==> config.mk <==
export PLATFORM = sky130hd
export DESIGN_NAME = wb_multi
export DESIGN_NICKNAME = d
export VERILOG_FILES = /design/src/rtl/wb_pkg.sv /design/src/rtl/wb_chan_fifo.sv /design/src/rtl/wb_multi.sv
export SDC_FILE = /design/constraint.sdc
export NUM_CORES = 1
export LEC_CHECK = 0
export BUFFER_PORTS_ARGS = -buffer_cell sky130_fd_sc_hd__clkbuf_2
export CORE_AREA = 5 5 237 216
export CTS_CLUSTER_DIAMETER = 40
export DETAILED_ROUTE_END_ITERATION = 12
export DIE_AREA = 0 0 242 221
export PLACE_DENSITY = 0.81
export SETUP_SLACK_MARGIN = 0.1
export SYNTH_ARGS = -nofsm -noshare
export SYNTH_HDL_FRONTEND = slang
export SYNTH_HIERARCHICAL = 1
export SYNTH_SLANG_ARGS = --single-unit
export TNS_END_PERCENT = 1
==> constraint.sdc <==
create_clock -name clk -period 5.7 [get_ports clk]
set_clock_uncertainty 0.1 [all_clocks]
set_input_delay 0.285 -clock clk [delete_from_list [all_inputs] [get_ports clk]]
set_output_delay 0.285 -clock clk [all_outputs]
set_load 0.02 [all_outputs]
==> src/rtl/wb_pkg.sv <==
// Shared types for the writeback merge stage: register index, data word and queued entry.
package wb_pkg;

    localparam int WB_REGF_W = 5;
    localparam int WB_DATA_W = 32;

    typedef logic [WB_REGF_W-1:0] regf_t;
    typedef logic [WB_DATA_W-1:0] data_t;

    typedef struct packed {
        regf_t regf;
        data_t data;
    } wb_entry_t;

    localparam regf_t REG_ZERO = '0;

endpackage

==> src/rtl/wb_chan_fifo.sv <==
// Per-channel result FIFO; exposes every slot in age order (oldest first) for hazard queries.
module wb_chan_fifo
    import wb_pkg::*;
#(
    parameter int DEPTH = 4
) (
    input  logic                        clk,
    input  logic                        rst_n,
    input  logic                        flush,
    input  logic                        push,
    input  wb_entry_t                   push_entry,
    input  logic                        pop,
    output logic                        full,
    output logic                        empty,
    output wb_entry_t [DEPTH-1:0]       ord_entry,
    output logic      [DEPTH-1:0]       ord_valid
);

    localparam int IDX_W = $clog2(DEPTH);
    localparam int PTR_W = IDX_W + 1;

    logic [PTR_W-1:0] wr_ptr;
    logic [PTR_W-1:0] rd_ptr;
    logic [PTR_W-1:0] count;
    logic             do_push;
    logic             do_pop;
    wb_entry_t        mem [DEPTH];

    assign full    = (wr_ptr[PTR_W-1] != rd_ptr[PTR_W-1]) &&
                     (wr_ptr[IDX_W-1:0] == rd_ptr[IDX_W-1:0]);
    assign empty   = (wr_ptr == rd_ptr);
    assign count   = wr_ptr - rd_ptr;
    assign do_push = push && !full && !flush;
    assign do_pop  = pop && !empty && !flush;

    always_ff @(posedge clk or negedge rst_n) begin
        if (!rst_n) begin
            wr_ptr <= '0;
            rd_ptr <= '0;
        end else if (flush) begin
            wr_ptr <= '0;
            rd_ptr <= '0;
        end else begin
            if (do_push) wr_ptr <= wr_ptr + 1'b1;
            if (do_pop)  rd_ptr <= rd_ptr + 1'b1;
        end
    end

    always_ff @(posedge clk) begin
        if (do_push) mem[wr_ptr[IDX_W-1:0]] <= push_entry;
    end

    // Slot j is the j-th oldest entry; the low pointer bits wrap naturally for power-of-2 DEPTH.
    always_comb begin
        for (int j = 0; j < DEPTH; j++) begin
            ord_entry[j] = mem[rd_ptr[IDX_W-1:0] + IDX_W'(j)];
            ord_valid[j] = (PTR_W'(j) < count);
        end
    end

endmodule

==> src/rtl/wb_multi.sv <==
// Writeback merge: NUM_CH queued result channels, round-robin onto one registered regfile port.
// Define WB_FWD_EN to forward pending data on qry_data; otherwise qry_data is tied to 0.
module wb_multi
    import wb_pkg::*;
#(
    parameter int NUM_CH = 3,
    parameter int DEPTH  = 4,
    parameter int DATA_W = WB_DATA_W,
    parameter int REGF_W = WB_REGF_W
) (
    input  logic                       clk,
    input  logic                       rst_n,
    input  logic                       flush,
    input  logic [NUM_CH-1:0]          ch_valid,
    output logic [NUM_CH-1:0]          ch_ready,
    input  logic [NUM_CH*REGF_W-1:0]   ch_regf,
    input  logic [NUM_CH*DATA_W-1:0]   ch_data,
    output logic                       rd_we,
    output logic [REGF_W-1:0]          rd_regf,
    output logic [DATA_W-1:0]          rd_data,
    input  logic [REGF_W-1:0]          qry_regf,
    output logic                       qry_hit,
    output logic [DATA_W-1:0]          qry_data,
    output logic                       busy
);

    localparam int RR_W = (NUM_CH > 1) ? $clog2(NUM_CH) : 1;

    logic [NUM_CH-1:0]    full;
    logic [NUM_CH-1:0]    empty;
    logic [NUM_CH-1:0]    push;
    logic [NUM_CH-1:0]    pop;
    wb_entry_t [DEPTH-1:0] ord_entry [NUM_CH];
    logic      [DEPTH-1:0] ord_valid [NUM_CH];

    logic [RR_W-1:0]      rr;
    logic [RR_W-1:0]      grant_idx;
    logic                 grant_vld;
    wb_entry_t            head;

    for (genvar g = 0; g < NUM_CH; g++) begin : g_chan
        wb_entry_t in_entry;

        assign in_entry.regf = ch_regf[g*REGF_W +: REGF_W];
        assign in_entry.data = ch_data[g*DATA_W +: DATA_W];
        assign ch_ready[g]   = rst_n && !full[g];
        assign push[g]       = ch_valid[g] && ch_ready[g];
        assign pop[g]        = grant_vld && (int'(grant_idx) == g);

        wb_chan_fifo #(.DEPTH(DEPTH)) u_fifo (
            .clk        (clk),
            .rst_n      (rst_n),
            .flush      (flush),
            .push       (push[g]),
            .push_entry (in_entry),
            .pop        (pop[g]),
            .full       (full[g]),
            .empty      (empty[g]),
            .ord_entry  (ord_entry[g]),
            .ord_valid  (ord_valid[g])
        );
    end

    // First non-empty channel at or after rr, wrapping.
    always_comb begin
        grant_vld = 1'b0;
        grant_idx = rr;
        for (int k = 0; k < NUM_CH; k++) begin
            int c;
            c = int'(rr) + k;
            if (c >= NUM_CH) c = c - NUM_CH;
            if (!grant_vld && !empty[c]) begin
                grant_vld = 1'b1;
                grant_idx = RR_W'(c);
            end
        end
    end

    assign head = ord_entry[grant_idx][0];

    // Zero-register entries still consume their slot but never raise rd_we or disturb rd_regf/rd_data.
    always_ff @(posedge clk or negedge rst_n) begin
        if (!rst_n) begin
            rr      <= '0;
            rd_we   <= 1'b0;
            rd_regf <= '0;
            rd_data <= '0;
        end else if (flush) begin
            rr    <= '0;
            rd_we <= 1'b0;
        end else begin
            rd_we <= 1'b0;
            if (grant_vld) begin
                if (int'(grant_idx) == NUM_CH - 1) rr <= '0;
                else                               rr <= grant_idx + 1'b1;
                if (head.regf != REG_ZERO) begin
                    rd_we   <= 1'b1;
                    rd_regf <= head.regf;
                    rd_data <= head.data;
                end
            end
        end
    end

    assign busy = (~&empty) || rd_we;

    always_comb begin
        qry_hit = rd_we && (rd_regf == qry_regf);
        for (int c = 0; c < NUM_CH; c++) begin
            for (int j = 0; j < DEPTH; j++) begin
                if (ord_valid[c][j] && (ord_entry[c][j].regf == qry_regf)) qry_hit = 1'b1;
            end
        end
        if (qry_regf == REG_ZERO) qry_hit = 1'b0;
    end

`ifdef WB_FWD_EN
    // Later assignments win: output register first, then channels high to low, oldest to youngest.
    always_comb begin
        qry_data = '0;
        if (rd_we && (rd_regf == qry_regf)) qry_data = rd_data;
        for (int c = NUM_CH - 1; c >= 0; c--) begin
            for (int j = 0; j < DEPTH; j++) begin
                if (ord_valid[c][j] && (ord_entry[c][j].regf == qry_regf))
                    qry_data = ord_entry[c][j].data;
            end
        end
        if (qry_regf == REG_ZERO) qry_data = '0;
    end
`else
    logic unused_ord_data;

    assign qry_data = '0;

    always_comb begin
        unused_ord_data = 1'b0;
        for (int c = 0; c < NUM_CH; c++) begin
            for (int j = 0; j < DEPTH; j++) unused_ord_data = unused_ord_data ^ (^ord_entry[c][j].data);
        end
    end
`endif

endmodule

# Word-level counts from Yosys, hierarchy flattened
# Memory sizes are Yosys's and may differ from the RTL's.
# Index checks and enable logic that the tools add are counted.
# Widths: inputs -> output; s select.
dict set report totals {
  register_bits 58
  mem_bits_rw 444
  inputBits 122
  output_inout_bits 75
  elab_cells 203
  memories 3
}
# memory depth word_bits rd rd_clocked_by_memory_dff write_ports line_no
set mem_list {}
lappend mem_list {{g_chan[0].u_fifo.mem} 4 37 4 0 1 wb_chan_fifo.sv:27} ;# wb_entry_t mem [DEPTH];
lappend mem_list {{g_chan[1].u_fifo.mem} 4 37 4 0 1 wb_chan_fifo.sv:27}
lappend mem_list {{g_chan[2].u_fifo.mem} 4 37 4 0 1 wb_chan_fifo.sv:27}
dict set report classes {
  add_sub_neg 24
  order_cmp 19
  n_eq_ne 24
  n_mux 58
  n_bitwise 2
  reduce_logical 63
}
# cell count
set ops {}
lappend ops {{$bmux 148 s2} 1}
lappend ops {{$lt 32x4->1 const B} 3}
lappend ops {{$mux 32} 3}
lappend ops {{$mux 37} 2}
lappend ops {{$eq 5x5->1} 13}
lappend ops {{$logic_and 1x1->1} 39}
lappend ops {{$mux 3} 12}
lappend ops {{$mux 1} 31}
lappend ops {{$add 3x1->3 const B} 6}
lappend ops {{$lt 1x3->1 const A} 6}
lappend ops {{$lt 2x3->1 const A} 6}
lappend ops {{$reduce_bool 2->1} 7}
lappend ops {{$add 2x2->2 const B} 6}
lappend ops {{$mux 2} 6}
lappend ops {{$logic_not 1->1} 11}
lappend ops {{$eq 3x3->1} 3}
lappend ops {{$sub 3x3->3} 3}
lappend ops {{$add 2x1->2 const B} 4}
lappend ops {{$sub 3x2->4 const B} 2}
lappend ops {{$bmux 1 s2} 3}
lappend ops {{$eq 2x2->1} 3}
lappend ops {{$ge 3x2->1 const B} 2}
lappend ops {{$reduce_and 3->1} 2}
lappend ops {{$logic_not 5->1} 1}
lappend ops {{12 further kinds} 15}

# Logic depth before layout (Yosys ltp)
dict set report depth {
  ltp_word 20
  ltp_mapped 16
  ltp_nobuf 13
}

# Hierarchy
# Netlist, hierarchy kept.
# mod instances cells_each area_each_um2 seq_area_each_um2
set modules_own_cells {}
lappend modules_own_cells {{wb_chan_fifo at g_chan[1].u_fifo} 1 395 8609.5 4594.4}
lappend modules_own_cells {{wb_chan_fifo at g_chan[2].u_fifo} 1 395 8608.3 4594.4}
lappend modules_own_cells {{wb_chan_fifo at g_chan[0].u_fifo} 1 395 8597.0 4594.4}
lappend modules_own_cells {wb_multi 1 387 3728.6 1001.0}

# Least setup slack after synthesis
# Ideal clock, no wire load.
dict set report synth_timing {
  path_kind {flip-flop to flip-flop}
  from {register g_chan[1].u_fifo.rd_ptr[1]}
  to {register g_chan[1].u_fifo.rd_ptr[2]}
  setup_time_ns 0.082
  t_arrival_ns 3.901
  required_time_ns 5.518
  setup_slack_ns 1.617
  stages_incl_launch_ff 16
  period_less_slack_ns 4.083
  cell_sequence {dfrtp_1 -> buf_2 -> inv_1 -> ha_1 -> nand2_1 -> nor2_1 -> inv_1 -> a2111oi_1 -> o21ai_0 -> a21oi_1 -> clkbuf_1 -> inv_1 -> nor2_1 -> nand2_1 -> or3b_2 -> a31oi_1}
}
dict set report synth_via {
  elab_chain_len 15
  elab_cells_between_ends 30
  classes_between {add/sub (1); eq/ne (2); mux (17); reduce/logical (10)}
}
# item line_no
set synth_lines {}
lappend synth_lines {{start: declaration} wb_chan_fifo.sv:23} ;# logic [PTR_W-1:0] rd_ptr;
lappend synth_lines {{start signal: assignment} wb_chan_fifo.sv:45} ;# if (do_pop) rd_ptr <= rd_ptr + 1'b1;
lappend synth_lines {{$eq 3x3->1 *} wb_chan_fifo.sv:31} ;# assign empty = (wr_ptr == rd_ptr);
lappend synth_lines {{net empty[1]} wb_multi.sv:30} ;# logic [NUM_CH-1:0] empty;
lappend synth_lines {{$bmux 1 s2} wb_multi.sv:72} ;# if (!grant_vld && !empty[c]) begin
lappend synth_lines {{$mux 1 (implied by the code) (2 in series)} wb_multi.sv:72}
lappend synth_lines {{$logic_not 1->1} wb_multi.sv:72}
lappend synth_lines {{$logic_and 1x1->1} wb_multi.sv:72}
lappend synth_lines {{$mux 1} wb_multi.sv:72}
lappend synth_lines {{$logic_not 1->1} wb_multi.sv:72}
lappend synth_lines {{$logic_and 1x1->1} wb_multi.sv:72}
lappend synth_lines {{$mux 2} wb_multi.sv:72}
lappend synth_lines {{$eq 2x2->1} wb_multi.sv:48} ;# assign pop[g] = grant_vld && (int'(grant_idx) == g);
lappend synth_lines {{$logic_and 1x1->1 *} wb_multi.sv:48}
lappend synth_lines {{net pop[1]} wb_multi.sv:32} ;# logic [NUM_CH-1:0] pop;
lappend synth_lines {{$logic_and 1x1->1 * (2 in series)} wb_chan_fifo.sv:34} ;# assign do_pop = pop && !empty && !flush;
lappend synth_lines {{$reduce_bool 2->1 (no line) *} -}
# The timed path passes the listed nets; every way through them passes the cells marked *. The select of a mux whose other input is x is not followed.
# A chain may end at the register's enable or synchronous reset.

# Worst setup path after layout
dict set report layout_timing {
  from {register g_chan[2].u_fifo.rd_ptr[0]}
  to {register g_chan[2].u_fifo.rd_ptr[2]}
}
dict set report layout_via {
  elab_chain_len 15
  elab_cells_between_ends 30
  classes_between {add/sub (1); eq/ne (2); mux (17); reduce/logical (10)}
}
# item line_no
set layout_lines {}
lappend layout_lines {{start: declaration} wb_chan_fifo.sv:23}
lappend layout_lines {{start signal: assignment} wb_chan_fifo.sv:45}
lappend layout_lines {{$eq 3x3->1 *} wb_chan_fifo.sv:31}
lappend layout_lines {{net empty[2]} wb_multi.sv:30}
lappend layout_lines {{$bmux 1 s2} wb_multi.sv:72}
lappend layout_lines {{$mux 1 (implied by the code) (2 in series)} wb_multi.sv:72}
lappend layout_lines {{$logic_not 1->1} wb_multi.sv:72}
lappend layout_lines {{$logic_and 1x1->1} wb_multi.sv:72}
lappend layout_lines {{$mux 1} wb_multi.sv:72}
lappend layout_lines {{$logic_not 1->1} wb_multi.sv:72}
lappend layout_lines {{$logic_and 1x1->1} wb_multi.sv:72}
lappend layout_lines {{$mux 2} wb_multi.sv:72}
lappend layout_lines {{$eq 2x2->1} wb_multi.sv:48}
lappend layout_lines {{$logic_and 1x1->1 *} wb_multi.sv:48}
lappend layout_lines {{net pop[2]} wb_multi.sv:32}
lappend layout_lines {{$logic_and 1x1->1 * (2 in series)} wb_chan_fifo.sv:34}
lappend layout_lines {{$reduce_bool 2->1 (no line) *} -}
# Marked as above.

==> summary.md <==
| Metric | Value |
|---|---|
| Status | `completed` |
| Hold path cells | `3` |
| Average via count per standard cell | `5.915` |
| CTS buffer count | `53` |
| # IOs | `approximately 200` |
| Initial drt markers | `~1,200` |
| Number of violations of the max-capacitance limit | `0` |
| Required time of the worst setup path | `about 6.1 ns` |
| GRT Residual Overflow | `0` |
| Clock-pin slew on the worst setup and hold paths | `0.06 ns` |
| Layout Cell Area excl Fill | `26,700 µm²` |
| FMAX | `204.1 MHz` |
| Setup CP Type | `reg2reg` |
| H-tree depth | `2` |
| Antenna viol nets, final | `0` |
| Area of the multi-input gates | `around 7200 µm²` |
| Worst min-delay path category | `in2reg` |
| Leakage power | `~9.3 nW` |
| CP dominant cell by count | `sky130_fd_sc_hd__nand2_1` |
| Buffers added on ports | `about 160` |
| Register-to-Register Path Depth | `12` |
| Final nets | `about 1,600` |
| Share of the cycle needed by the critical path after routing | `between 80% and 90%` |
| Post-route DRC violation count | `0` |
| CTS tree | `done` |
| Hold EP | `rr[0]` |
| DP Area | `between 20,000 and 25,000 µm²` |
| Most common cell after layout, fill and taps aside | `sky130_fd_sc_hd__edfxtp_1` |
| First-pass GRT wire length | `around 83 mm` |
| Number of hold violations in the final report | `0` |
| Final GP Congestion | `0.8418` |
| Growth of design area from synthesis to finish | `17.06%` |
| Power Density | `approximately 470 nW/µm²` |
| CTS Root Cell | `sky130_fd_sc_hd__clkbuf_16` |
| Effective utilization at floorplan | `between 40% and 50%` |
| Synthesized area | `~23,000 µm²` |
| Capture instance of the worst register-to-register path | `g_chan[2].u_fifo/rd_ptr[2]` |
| Routed vias | `about 13,000` |
| Unrepaired setup endpoints after global routing | `no` |
| Seq pwr share | `~36%` |
| Critical path peak fanout | `35` |
| Slowest cell on the critical path | `sky130_fd_sc_hd__nor3b_1` |
| Total area of sequential cells | `~15,000 µm²` |
| Vias in the first global route | `13,190` |
| Post-Synthesis Cells | `~1,300` |
| Total number of cells along the worst setup path | `12` |
| Drt wl/cell | `roughly 25 µm` |
| Register-to-register setup slack | `~0.80 ns` |
| Final-layout fill cell count | `3,658` |
| Net switching power | `between 4 and 5 mW` |
| Shortest clock period the worst path allows after layout | `4.900 ns` |
| Count of final max-slew check failures | `0` |
| Share of post-route cells with drive strength above 1 | `roughly 31%` |
| Final Total Pwr | `about 12 mW` |
| Die Outline Area | `between 50,000 and 60,000 µm²` |
| Start point of the worst min-delay path | `flush` |
| Horizontal extent of the die | `242 µm` |
| Post-Route Hold Slack | `slightly above 0.2 ns` |
| Clock latency at the later pin of the worst-skew pair | `about 0.58 ns` |
| TritonRoute pass-1 iters | `6` |
| Post-synthesis average cell area | `18.25 µm²` |
| Buffers inserted by post-CTS timing repair | `0` |
| Setup tns final | `0 ns` |
| Gate power share | `between 30% and 40%` |
| Cell chain of the critical path | `ha_1, nand2_1, nor2_1, nand2_1, a221o_1, a222oi_1, a21oi_4, buf_4, nor3b_1, nand2_1, or3b_2, a31oi_1` |
| TritonCTS Sinks | `between 500 and 600` |
| Maximum number of pins on one net before global-route repair | `between 50 and 60` |
| Combined global-route utilization of all metal layers | `20.14%` |
| Syn. warnings | `6` |
| Number of antenna violations at the first check in global routing | `9` |
| Total core area | `~50,000 µm²` |
| Leading cell types in the layout, fill and taps excluded | `sky130_fd_sc_hd__edfxtp_1 (444), sky130_fd_sc_hd__clkbuf_2 (163), sky130_fd_sc_hd__mux4_2 (156)` |
| Max-slew headroom | `about a fifth` |
| Overall routed net length | `54.86 mm` |
| Element type at the critical path end | `flop` |
| Launch instance of the worst register-to-register path | `g_chan[2].u_fifo/rd_ptr[0]` |
| Finish-stage setup viols | `0` |
| Internal power component | `~8 mW` |
| Number of core rows | `77` |
| Clock Path Buffers | `3` |
| Count of buffering cells on the critical path with inverters included | `1` |
| Critical Path Start Type | `flop` |
| Family with the most delay on the worst path | `simple AND/OR/NAND/NOR gates` |
| Data arrival time of the critical path | `~5.3 ns` |
| Maximum single-stage delay on the critical path | `between 0.6 and 0.7 ns` |
| Die Ht | `~220 µm` |
| Slew of the pin with the lowest slew margin | `between 1 and 1.5 ns` |
| Sw Ratio | `about 34%` |
| DPL Wire Length | `roughly 34 mm` |
| Proportion of power drawn by the clock network | `between 20% and 30%` |
| Worst ir drop on vdd | `0.4420 mV` |
==> metrics by stage <==
stage | utilization (%) | std cells | setup slack (ns)
global placement | 49.07 | 1958 | 1.158
CTS | 54.96 | 2171 | 0.8180
finish | 54.98 | 2175 | 0.8004
detailed placement | 49.07 | 1958 | 0.9098
floorplan | - | 1281 | 1.650
global route | 54.98 | 2175 | 0.4162
==> final cells by class <==
class	count	share of cell area [%]
flip-flops and latches	502	55.42
multi-input cells	622	27.07
repair buffers	290	7.676
clock buffers	66	5.343
well taps	632	2.962
clock inverters	34	1.134
inverters	25	0.3515
diodes	4	0.03749
==> how the worst max path moves through the flow <==
| stage | start | end | slack (ns) |
|---|---|---|---|
| 2_1_floorplan | g_chan[2].u_fifo/rd_ptr[1] | g_chan[2].u_fifo/rd_ptr[2] | 1.65 |
| 3_3_place_gp | g_chan[0].u_fifo/wr_ptr[0] | g_chan[1].u_fifo/rd_ptr[2] | 1.16 |
| 3_5_place_dp | g_chan[2].u_fifo/rd_ptr[0] | g_chan[2].u_fifo/rd_ptr[2] | 0.91 |
| 4_1_cts | g_chan[2].u_fifo/rd_ptr[0] | g_chan[2].u_fifo/rd_ptr[2] | 0.82 |
| 5_1_grt | g_chan[0].u_fifo/wr_ptr[0] | g_chan[1].u_fifo/rd_ptr[2] | 0.42 |
| 6_report | g_chan[2].u_fifo/rd_ptr[0] | g_chan[2].u_fifo/rd_ptr[2] | 0.80 |
==> what timing repair did <==
| action | 4_1_cts | 5_1_grt |
|---|---|---|
| resized for setup | 0 | 0 |
| hold endpoints to repair | 459 | 0 |
| hold buffers | 113 | 0 |
==> per-layer routing <==
layer,wire length [µm],GRT usage [%],share of wire (%),vias up
li1,-,-,-,5495
met1,20120,25.84,37,6648
met2,28840,35.40,53,612
met3,4301,4.151,7.8,101
met4,1532,5.209,2.8,10
met5,69,0,0.13,-
==> flip-flops by register name (all words and copies together) (netlist names) <==
signal                cells
g_chan.u_fifo/mem       444
g_chan.u_fifo/rd_ptr      9
g_chan.u_fifo/wr_ptr      9
rd_data                  32
rd_regf                   5
rd_we                     1
rr                        2
==> tightest hold or removal path, stage by stage <==
cell and delay [ns]:
sky130_fd_sc_hd__clkbuf_2 0.08, sky130_fd_sc_hd__buf_4 0.26, sky130_fd_sc_hd__nor2b_1 0.17
==> power by group through the flow <==
stage	combinational (mW)	sequential [mW]	clock, mW
after floorplan	3.41	4.61	0
after global placement	4.38	4.52	0
after detailed placement	4.51	4.54	0
after CTS	4.62	4.46	3.41
after global routing	4.95	4.49	3.59
final	4.62	4.47	3.38
Note: power is estimated with default switching activity, not from simulation.
